--- config.mk ---
export PLATFORM = sky130hd
export DESIGN_NAME = dmem_arbiter
export DESIGN_NICKNAME = d
export VERILOG_FILES = /design/src/rtl/dmem_arbiter_pkg.sv /design/src/rtl/dmem_arb_starve_ctr.sv /design/src/rtl/dmem_arbiter.sv
export SDC_FILE = /design/constraint.sdc
export NUM_CORES = 1
export LEC_CHECK = 0
export CAP_MARGIN = 20
export CELL_PAD_IN_SITES_DETAIL_PLACEMENT = 1
export CELL_PAD_IN_SITES_GLOBAL_PLACEMENT = 2
export CORE_ASPECT_RATIO = 0.75
export CORE_MARGIN = 4
export CORE_UTILIZATION = 12
export DETAILED_ROUTE_END_ITERATION = 8
export PLACE_DENSITY_LB_ADDON = 0.1
export SYNTH_ARGS = -nofsm -noshare
export SYNTH_HDL_FRONTEND = slang
export SYNTH_HIERARCHICAL = 1
export SYNTH_SLANG_ARGS = --single-unit
--- constraint.sdc ---
create_clock -name clk -period 2.1 [get_ports clk]
set_input_delay 0.525 -clock clk [delete_from_list [all_inputs] [get_ports clk]]
set_output_delay 0.525 -clock clk [all_outputs]
set_load 0.02 [all_outputs]
--- src/rtl/dmem_arbiter_pkg.sv ---
// Shared constants for the data-memory arbiter: FSM encoding, owner codes and
// default parameter values.
package dmem_arbiter_pkg;

  localparam logic [1:0] ARB       = 2'd0;
  localparam logic [1:0] DMA_BURST = 2'd1;
  localparam logic [1:0] CPU_COOL  = 2'd2;

  localparam logic OWN_CPU = 1'b0;
  localparam logic OWN_DMA = 1'b1;

  localparam int DEF_DATA_W    = 32;
  localparam int DEF_ADDR_W    = 32;
  localparam int DEF_MAX_WAIT  = 4;
  localparam int DEF_BURST_MAX = 8;

endpackage

--- src/rtl/dmem_arb_starve_ctr.sv ---
// Saturating count of consecutive cycles the DMA has been denied; at_max
// tells the arbiter the DMA must win the next ARB decision.
module dmem_arb_starve_ctr #(
  parameter int MAX_WAIT = 4,
  parameter int CW       = $clog2(MAX_WAIT + 1)
) (
  input  logic clk,
  input  logic rst,
  input  logic inc,
  input  logic clr,
  output logic at_max
);

  localparam logic [CW-1:0] MAX_C = CW'(MAX_WAIT);

  logic [CW-1:0] cnt_r;

  assign at_max = (cnt_r == MAX_C);

  // clear wins over increment; increment stops at MAX_WAIT
  always_ff @(posedge clk or posedge rst) begin
    if (rst) begin
      cnt_r <= '0;
    end else if (clr) begin
      cnt_r <= '0;
    end else if (inc && !at_max) begin
      cnt_r <= cnt_r + CW'(1);
    end else begin
      cnt_r <= cnt_r;
    end
  end

endmodule

--- src/rtl/dmem_arbiter.sv ---
// Single-port data-memory arbiter between the CPU MEM stage (priority) and a
// DMA engine with starvation-forced grants and bounded locked bursts.
module dmem_arbiter
  import dmem_arbiter_pkg::*;
#(
  parameter int DATA_W    = DEF_DATA_W,
  parameter int ADDR_W    = DEF_ADDR_W,
  parameter int MAX_WAIT  = DEF_MAX_WAIT,
  parameter int BURST_MAX = DEF_BURST_MAX
) (
  input  logic              clk,
  input  logic              rst,
  input  logic              cpu_req,
  input  logic              cpu_we,
  input  logic [ADDR_W-1:0] cpu_addr,
  input  logic [DATA_W-1:0] cpu_wdata,
  output logic [DATA_W-1:0] cpu_rdata,
  output logic              cpu_stall,
  input  logic              dma_req,
  input  logic              dma_we,
  input  logic              dma_lock,
  input  logic [ADDR_W-1:0] dma_addr,
  input  logic [DATA_W-1:0] dma_wdata,
  output logic              dma_gnt,
  output logic              dma_rvalid,
  output logic [DATA_W-1:0] dma_rdata,
  output logic              mem_we,
  output logic [ADDR_W-1:0] mem_addr,
  output logic [DATA_W-1:0] mem_wdata,
  input  logic [DATA_W-1:0] mem_rdata
);

  localparam int BW = $clog2(BURST_MAX);
  localparam logic [BW-1:0] BURST_LAST = BW'(BURST_MAX - 1);

  logic [1:0]    state_r, state_nxt_s;
  logic [BW-1:0] burst_cnt_r, burst_nxt_s;
  logic          owner_s;
  logic          dma_own_s;
  logic          starve_max_s;
  logic          dma_read_s;

  dmem_arb_starve_ctr #(.MAX_WAIT(MAX_WAIT)) u_starve (
    .clk    (clk),
    .rst    (rst),
    .inc    (dma_req && !dma_own_s),
    .clr    (!dma_req || dma_own_s),
    .at_max (starve_max_s)
  );

  // ownership decision for the current cycle
  always_comb begin
    owner_s = OWN_CPU;
    case (state_r)
      ARB:       owner_s = (dma_req && (!cpu_req || starve_max_s)) ? OWN_DMA : OWN_CPU;
      DMA_BURST: owner_s = dma_req ? OWN_DMA : OWN_CPU;
      CPU_COOL:  owner_s = (dma_req && !cpu_req) ? OWN_DMA : OWN_CPU;
      default:   owner_s = OWN_CPU;
    endcase
  end

  // reset revokes a DMA grant in the same cycle, even mid-burst
  assign dma_own_s  = (owner_s == OWN_DMA) && !rst;
  assign dma_gnt    = dma_own_s;
  assign cpu_stall  = cpu_req && dma_own_s;
  assign dma_read_s = dma_own_s && !dma_we;

  // burst lock tracking and the one-cycle CPU cool-down after a full burst
  always_comb begin
    state_nxt_s = state_r;
    burst_nxt_s = burst_cnt_r;
    case (state_r)
      ARB: begin
        if (dma_own_s && dma_lock) begin
          state_nxt_s = DMA_BURST;
          burst_nxt_s = BW'(1);
        end else begin
          state_nxt_s = ARB;
          burst_nxt_s = '0;
        end
      end
      DMA_BURST: begin
        if (!dma_req || !dma_lock) begin
          state_nxt_s = ARB;
          burst_nxt_s = '0;
        end else if (burst_cnt_r == BURST_LAST) begin
          state_nxt_s = CPU_COOL;
          burst_nxt_s = '0;
        end else begin
          state_nxt_s = DMA_BURST;
          burst_nxt_s = burst_cnt_r + BW'(1);
        end
      end
      CPU_COOL: begin
        state_nxt_s = ARB;
        burst_nxt_s = '0;
      end
      default: begin
        state_nxt_s = ARB;
        burst_nxt_s = '0;
      end
    endcase
  end

  // memory port mux; an idle port drives zeros
  always_comb begin
    mem_we    = 1'b0;
    mem_addr  = '0;
    mem_wdata = '0;
    cpu_rdata = '0;
    if (dma_own_s) begin
      mem_we    = dma_req && dma_we;
      mem_addr  = dma_addr;
      mem_wdata = dma_wdata;
    end else if (cpu_req) begin
      mem_we    = cpu_we;
      mem_addr  = cpu_addr;
      mem_wdata = cpu_wdata;
      cpu_rdata = mem_rdata;
    end else begin
      mem_we    = 1'b0;
      mem_addr  = '0;
      mem_wdata = '0;
      cpu_rdata = '0;
    end
  end

  // FSM state, burst length and registered DMA read return
  always_ff @(posedge clk or posedge rst) begin
    if (rst) begin
      state_r     <= ARB;
      burst_cnt_r <= '0;
      dma_rvalid  <= 1'b0;
      dma_rdata   <= '0;
    end else begin
      state_r     <= state_nxt_s;
      burst_cnt_r <= burst_nxt_s;
      dma_rvalid  <= dma_read_s;
      dma_rdata   <= dma_read_s ? mem_rdata : dma_rdata;
    end
  end

endmodule

* Word level (Yosys, flattened, before mapping) *
Cells that the tools add are included.
W data, S select, Z words.

operators by class
  add/sub/neg operators = 2
  equality and inequality tests = 4
  mux-type cells = 22
  reduce and logical (&&, ||, !) cells = 21

operators by type and width
  operator               number
  $mux W32               6
  $mux W3                4
  $logic_and A1 B1 Y1    9
  $logic_not A1 Y1       7
  $mux W1                7
  $add A3 B1 Y3 const B  2
  $eq A3 B3 Y1 const B   2
  $pmux W3 S2            1
  $mux W2                2
  $pmux W2 S2            1
  $logic_or A1 B1 Y1     3
  $pmux W1 S3            1
  $eq A2 B1 Y1 const B   1
  $eq A2 B2 Y1 const B   1
  $logic_not A2 Y1       1
  $reduce_bool A2 Y1     1

storage, ports and cells
  bits in registers = 41
  output and inout bits = 132

* Depth between registers and ports, before layout *
Gate-level depths: netlist of run 1.

  word-level depth = 11
  depth in mapped cells = 9

* Modules after synthesis *
Netlist of run 1, hierarchy kept.

modules (own cells, without submodules)
  module               times used  cells each  area an instance (um^2)  sequential area each (um^2)
  dmem_arbiter         1           213         2388.5                   950.9
  dmem_arb_starve_ctr  1           19          196.4                    75.1

* Worst setup path before layout of run 1 *
Ideal clock, no wire load.

  path type = flip-flop to output port
  from = register u_starve.cnt_r[0]
  to = output port mem_addr[10]
  arrival = 1.886 ns
  required time = 1.575 ns
  path slack = -0.311 ns
  cell stages (with the launch flop) = 10
  path buffers = 3
  cells stage by stage = dfrtp_1 inv_1 ha_1 and2_1 o21bai_1 o21a_1 buf_2 buf_6 buf_4 a22o_1

on the way
  cells in the longest elaborated chain, start to end = 7

ends and longest elaborated chain
  what                    line                       text
  start, declared         dmem_arb_starve_ctr.sv:16  logic [CW-1:0] cnt_r;
  start signal, assigned  dmem_arb_starve_ctr.sv:27  cnt_r <= cnt_r + CW'(1);
  start signal, assigned  dmem_arb_starve_ctr.sv:29  cnt_r <= cnt_r;
  $eq A3 B3 Y1            dmem_arb_starve_ctr.sv:18  assign at_max = (cnt_r == MAX_C);
  net starve_max_s        dmem_arbiter.sv:40         logic starve_max_s;
  $logic_or A1 B1 Y1      dmem_arbiter.sv:55         ARB: owner_s = (dma_req && (!cpu_req || starve_max_s)) ? OWN_DMA : OWN_CPU;
  $logic_and A1 B1 Y1     dmem_arbiter.sv:55
  $mux W1                 dmem_arbiter.sv:55
  $pmux W1 S3             dmem_arbiter.sv:54         case (state_r)
  $logic_and A1 B1 Y1     dmem_arbiter.sv:63         assign dma_own_s = (owner_s == OWN_DMA) && !rst;
  $mux W32                dmem_arbiter.sv:111        if (dma_own_s) begin
  end, declared           dmem_arbiter.sv:28         output logic [ADDR_W-1:0] mem_addr,

The timed path passes the listed nets, and every way through them passes these cells.

* Final worst setup path of run 1 *
  from = input port dma_req
  to = output port mem_wdata[18]

on the way
  cells in the longest elaborated chain, start to end = 5
  elaborated cells between the ends (all ways) = 8
  classes of those cells = mux (5); reduce/logical (3)

ends and longest elaborated chain
  what                                           line                                    text
  start, declared                                dmem_arbiter.sv:19                      input logic dma_req,
  $logic_and A1 B1 Y1, on equally long branches  dmem_arbiter.sv:57, dmem_arbiter.sv:55
  $mux W1, on equally long branches              dmem_arbiter.sv:57, dmem_arbiter.sv:55
  $pmux W1 S3 (*)                                dmem_arbiter.sv:54
  $logic_and A1 B1 Y1 (*)                        dmem_arbiter.sv:63
  $mux W32 (*)                                   dmem_arbiter.sv:111
  end, declared                                  dmem_arbiter.sv:29                      output logic [DATA_W-1:0] mem_wdata,

Every way passes the cells marked *; elsewhere a longest branch is shown, timed or not.

==> results of run 1 <==
how the worst max path moves through the flow:
| stage | startpoint | to | cells after the start |
|---|---|---|---|
| floorplan | u_starve/cnt_r[0] | mem_addr[10] | 9 |
| global placement | rst | mem_wdata[4] | 6 |
| detailed placement | rst | cpu_stall | 6 |
| CTS | u_starve/cnt_r[0] | mem_wdata[28] | 10 |
| global route | u_starve/cnt_r[0] | mem_wdata[13] | 10 |
| finish | dma_req | mem_wdata[18] | 7 |
logic make-up (layout without fill, tap and decap cells):
kind of cell    Yosys count  count (layout)  share of synthesized area [%]
mux                      34              34                           14.9
buf+inv                  26             399                           5.66
simple gates             53              53                           12.6
flops                    41              41                           39.7
fa+ha+maj                 4               4                           1.94
compound gates           74              74                           25.2
repair_timing:
action | CTS | global route
setup buffers | 17 | 9
gates resized for setup | 584 | 104
hold buffers | 0 | 0
pin swaps | 24 | 28
gates cloned | 7 | 9
setup endpoints to repair | 134 | 107
registers in the layout (all words and copies together), names as in the netlist:
name	flops
dma_rdata	32
burst_cnt_r	3
u_starve/cnt_r	3
state_r	2
dma_rvalid	1
routing by layer:
layer / track usage, % / vias up / routed length [um]
met2: 24.7 / 122 / 9310
met1: 15.4 / 1684 / 7430
met4: 1.07 / 0 / 82
met3: 2.80 / 7 / 933
met5: 0 / - / 0
li1: - / 1616 / -
layout make-up:
type                            count  area share (%)
Timing Repair Buffer              386            53.7
Multi-Input combinational cell    165            26.8
Sequential cell                    41            12.9
Tap cell                          288            4.54
Clock buffer                        6            1.62
Inverter                            5           0.237
Clock inverter                      2           0.126
power by group through the flow:
| stage | logic, mW | registers (mW) | clock network (mW) |
|---|---|---|---|
| finish | 2.26 | 1.04 | 0.754 |
| global route | 2.37 | 1.06 | 0.820 |
| CTS | 2.12 | 1.03 | 0.785 |
| detailed placement | 1.97 | 1.05 | 0 |
| global placement | 1.96 | 1.04 | 0 |
| floorplan | 0.651 | 1.24 | 0 |
layout by cell type (no fill, tap or decap), drive strengths merged:
cell	Yosys	layout
dfrtp	41	41
nor3	2	2
or3	1	1
and4b	1	1
clkinv	0	3
a21oi	3	3
o21bai	1	1
ha	4	4
mux2i	1	1
buf	13	178
mux2	33	33
and2	36	36
clkbuf	8	15
nor2	3	3
a211oi	1	1
a211o	1	1
nand2b	6	6
nand2	1	1
dlygate4sd2	0	1
a22o	66	66
or2	1	1
clkdlybuf4s50	0	198
o21a	1	1
nor2b	2	2
a21boi	1	1
inv	5	4
worst reg2reg max path, stage by stage (launching register included):
cell and delay [ns]:
dfrtp_1 0.38, inv_1 0.06, ha_2 0.18, and2_4 0.16, o21bai_4 0.08, buf_4 0.15, a211oi_4 0.23, buf_6 0.17
clkbuf_16 0.22, mux2_4 0.32
==> results.cfg, run 1 <==
[placed_design]
io_buffers = 298
placed_cells = 849
place_hpwl_um = 12900
place_ws_ns = -1.04
place.gp.congestion = 0.739
dpl_cell_area_sq_um = 6850

[yosys]
synthFlopType = dfrtp_1
netlist.area_leader.share_pct = 39.7
syn-num-nets = 403
synthTopCellsByArea = dfrtp_1, a22o_1, mux2_2, and2_1, ha_1
synth-seq-cells = 41
synth_common_cells = a22o_1, dfrtp_1, and2_1
synth_cell_types = 28
synth_edf_count = 0
yosys.area.top_type = dfrtp_1
yosysSeqAreaShare_pct = 39.7
syn_area_sq_um = 2580
netlist_instances = 232
ys_warn_count = 6
async_flop_share_pct = 100
synth.most_common_cell = a22o_1
avgSynthCellArea_sq_um = 11.1

[global_route]
grt_max_degree = 34
grt_pass1_wl_um = 23800
grt_usage_pct = 12.9
antenna_found_initial = 0
grt_pass1_vias = 3760
grt-ovfl-total = 0

[worst_setup_path]
crit_type = primary input to output port
cp_top_family = buffers and inverters
critPathArrivalTime_ns = 2.13
reg2regPathDepth = 9
endpoint_kind = output port
slowest_delay_ns = 0.54
worst-path-max-fanout = 13
rr_startpoint = u_starve/cnt_r[0]
worstSetupStartpointType = primary input
critPathBufInv = 4
required_ns = 1.57
rrSetupSlack_ns = 0.05
r2r_end = dma_rdata[28]
cp_slowest_cell = clkdlybuf4s50_1
path_cells = clkdlybuf4s50_1 > nand2b_4 > o21a_4 > buf_12 > buf_16 > a22o_4 > buf_6

[power_and_ir_drop]
clockPowerShare_pct = 18.6
p_per_area_nw_per_um2 = 510
power_frac_comb_pct = 55.7
power.leakage_nw = 3.58
power_mw = 4.05
seqPwrFrac_pct = 25.6
internal-power_mw = 2.74
sw_frac_of_total_pct = 32.3
vdd.ir_drop.worst_mv = 0.264
p_sw_mw = 1.31

[route]
vias = 3429
finalWirelength_um = 17800
drt_pass1_iterations = 4
detail-route-antenna-nets = 0
drt-initial-drc-count = 88
drt-wirelength-per-cell_um = 19.9
route.detailed.drc = 0
vias_per_cell = 3.84

[timing]
slew_violations = 0
worst_pin_slew_ns = 0.274
hold_violations = 0
period_minus_slack_ns = 2.65
rsz0062_at_grt = true
relSlewSlack_pct = 81.7
fin_ws_ns = -0.553
fmax_mhz = 377
fin_setup_tns_ns = -48.20
fin_crit_sh_pct = 126
fin_skew_ns = 0.00601
hold_slack_ns = 0.496
finalSetupViolations = 99

[run]
drv_cap = 0

[clocking]
clock-root-buffer = clkbuf_16
clkLatencyLatePin_ns = 0.28
htreeDepth = 2
clock_sinks = 41
numCtsBuffers = 5
clock_path_buffers = 2
cts_tree = built
clk_pin_slew_ns = 0.06

[final_layout]
final_util_pct = 37.5
drive_gt1_share_pct = 53.9
multiInputGateArea_sq_um = 2130
seq_area_sq_um = 1030
nFillCells = 2280
finalNonFillerCells = 893
syn_to_final_growth_pct = 207
antenna_cells = 0
fin_area_sq_um = 7930
final_nets = 775

[die]
start_util_pct = 12.2
die_area_sq_um = 24000
chipWidth_um = 177
fp.dieH_um = 135
num_rows = 46
core_sq_um = 21200
pin_count = 299

[run_status]
violations = negative setup slack
outcome = complete, but fails checks

[hold_path]
whs_path_depth = 1
min-delay-start = dma_rdata[2]
worst_hold_path_type = flip-flop to flip-flop
hold_path_end = dma_rdata[2]
No activity file was read; power rests on OpenSTA's default activity.
==> run 2, diff against run 1 <==
--- a/config.mk
+++ b/config.mk
@@ -5,6 +5,7 @@
 export SDC_FILE = /design/constraint.sdc
 export NUM_CORES = 1
 export LEC_CHECK = 0
+export ABC_CLOCK_PERIOD_IN_PS = 2100
 export CAP_MARGIN = 20
 export CELL_PAD_IN_SITES_DETAIL_PLACEMENT = 1
 export CELL_PAD_IN_SITES_GLOBAL_PLACEMENT = 2
@@ -12,6 +13,7 @@
 export CORE_MARGIN = 4
 export CORE_UTILIZATION = 12
 export DETAILED_ROUTE_END_ITERATION = 8
+export GPL_TIMING_DRIVEN = 0
 export PLACE_DENSITY_LB_ADDON = 0.1
 export SYNTH_ARGS = -nofsm -noshare
 export SYNTH_HDL_FRONTEND = slang
==> results.cfg, run 2 (synthesis results as in run 1) <==
[worst_setup_path]
worstSetupStartpointType = flip-flop
r2r_end = u_starve/cnt_r[0]
rrSetupSlack_ns = -0.15
cpMostUsedCell = buf_12
worst-path-max-fanout = 10
slowest_delay_ns = 0.39
cp_top_family = buffers and inverters
endpoint_kind = output port
cp_slowest_cell = dfrtp_1
required_ns = 1.57
crit_type = flip-flop to output port
reg2regPathDepth = 11
cp.depth = 10
critPathBufInv = 5
rr_startpoint = u_starve/cnt_r[0]
path_cells = inv_2 > ha_4 > and2_4 > o21bai_4 > o21a_4 > buf_12 > buf_12 > buf_12 > a22o_4 > buf_2
critPathArrivalTime_ns = 2.14

[final_layout]
final_cell_mix = clkdlybuf4s50_1, buf_6, a22o_4
largest-register = dma_rdata
largest_reg_flops = 32
antenna_cells = 0
nFillCells = 2330
syn_to_final_growth_pct = 186
finalNonFillerCells = 851
top_regs = dma_rdata (32), burst_cnt_r (3), u_starve/cnt_r (3)
final_nets = 733
fin_area_sq_um = 7390
final_common_cell = clkdlybuf4s50_1
seq_area_sq_um = 1030
final_util_pct = 34.9
multiInputGateArea_sq_um = 2020
drive_gt1_share_pct = 51.0

[run_status]
violations = negative setup slack
outcome = complete, but fails checks

[route]
vias_per_cell = 3.82
drt_pass1_iterations = 4
detail-route-antenna-nets = 0
vias = 3254
drt-wirelength-per-cell_um = 19.1
drt-initial-drc-count = 37
route.detailed.drc = 0
finalWirelength_um = 16200

[global_route]
grt_max_degree = 32
antenna_found_initial = 1
grt_usage_pct = 12.6
grt-ovfl-total = 0
grt_pass1_vias = 3423
grt_pass1_wl_um = 23000

[power_and_ir_drop]
seqPwrFrac_pct = 26.8
power.leakage_nw = 3.25
power_frac_comb_pct = 53.8
p_sw_mw = 1.25
sw_frac_of_total_pct = 32.5
p_per_area_nw_per_um2 = 520
vdd.ir_drop.worst_mv = 0.239
clockPowerShare_pct = 19.5
internal-power_mw = 2.60

[placed_design]
place.gp.congestion = 0.756
io_buffers = 298
place_ws_ns = -1.48
placed_cells = 819
dpl_cell_area_sq_um = 6550
place_hpwl_um = 13100

[clocking]
clock_sinks = 41
numCtsBuffers = 5
clock-root-buffer = clkbuf_16
cts_tree = built
clock_path_buffers = 2
clk_pin_slew_ns = 0.06
hold_buffers = 0
clkLatencyLatePin_ns = 0.28
htreeDepth = 2

[timing]
fin_ws_ns = -0.569
worst_pin_slew_ns = 0.267
slew_violations = 0
relSlewSlack_pct = 82.2
fin_crit_sh_pct = 127
fmax_mhz = 375
finalSetupViolations = 100
rsz0062_at_grt = true
period_minus_slack_ns = 2.67
fin_skew_ns = 0.00593
hold_violations = 0

[run]
drv_cap = 0

[die]
chipWidth_um = 177
core_sq_um = 21200
start_util_pct = 12.2
num_rows = 46
fp.dieH_um = 135
pin_count = 299
die_area_sq_um = 24000

[hold_path]
worst_hold_path_type = primary input to async pin
==> run 2: stage by stage <==
stage               power, mW  TNS [ns]  hold WS (ns)
CTS                      3.86    -51.51         0.324
global placement         2.93   -162.15         0.472
finish                   3.84    -47.91         0.334
floorplan                1.89     -3.35         0.279
detailed placement       2.95   -147.97         0.485
global route             4.06    -56.09         0.327
==> run 2: area by class of cell <==
cell class,count,share of cell area (%)
multi-input cells,165,27.4
well taps,288,4.88
clock inverters,2,0.136
clock buffers,6,1.74
repair buffers,324,46.9
plain buffers,20,4.78
inverters,5,0.254
flip-flops and latches,41,13.9
==> run 2: timing repair <==
action,4_1_cts,5_1_grt
gates resized for setup,568,96
pin swaps,27,11
cloned,6,4
setup endpoints to repair,131,131
buffers inserted,9,7
==> run 2: worst max path at each step <==
stage                                 start           end  slack [ns]
after floorplan           u_starve/cnt_r[0]  mem_addr[10]       -0.09
after global placement                  rst  cpu_rdata[3]       -1.45
after detailed placement                rst  cpu_rdata[4]       -1.48
after CTS                 u_starve/cnt_r[0]  cpu_rdata[4]       -0.60
after global routing      u_starve/cnt_r[0]  mem_addr[23]       -0.65
final                     u_starve/cnt_r[1]  mem_addr[23]       -0.57
==> run 2: worst reg2reg max path, stage by stage (launching register included) <==
cell and delay (ns):
dfrtp_1 0.36, inv_2 0.05, ha_4 0.16, and2_4 0.17, o21bai_4 0.19, a21oi_4 0.10, buf_12 0.16, buf_12 0.13
buf_4 0.13, nor2b_2 0.13, a21boi_2 0.24, mux2_4 0.31
==> run 2: layer usage <==
layer | up-vias | global-route usage, % | share of wire, %
li1 | 1535 | - | -
met1 | 1595 | 14.2 | 38
met2 | 116 | 24.1 | 54
met3 | 6 | 3.64 | 7.1
met4 | 2 | 1.67 | 0.38
met5 | - | 0 | 0.080
==> run 2: power by group through the flow <==
stage               clock network [mW]  registers, mW  logic, mW
CTS                              0.793           1.03       2.03
floorplan                            0           1.24      0.651
finish                           0.748           1.03       2.07
global placement                     0           1.04       1.89
detailed placement                   0           1.05       1.90
global route                     0.837           1.05       2.17
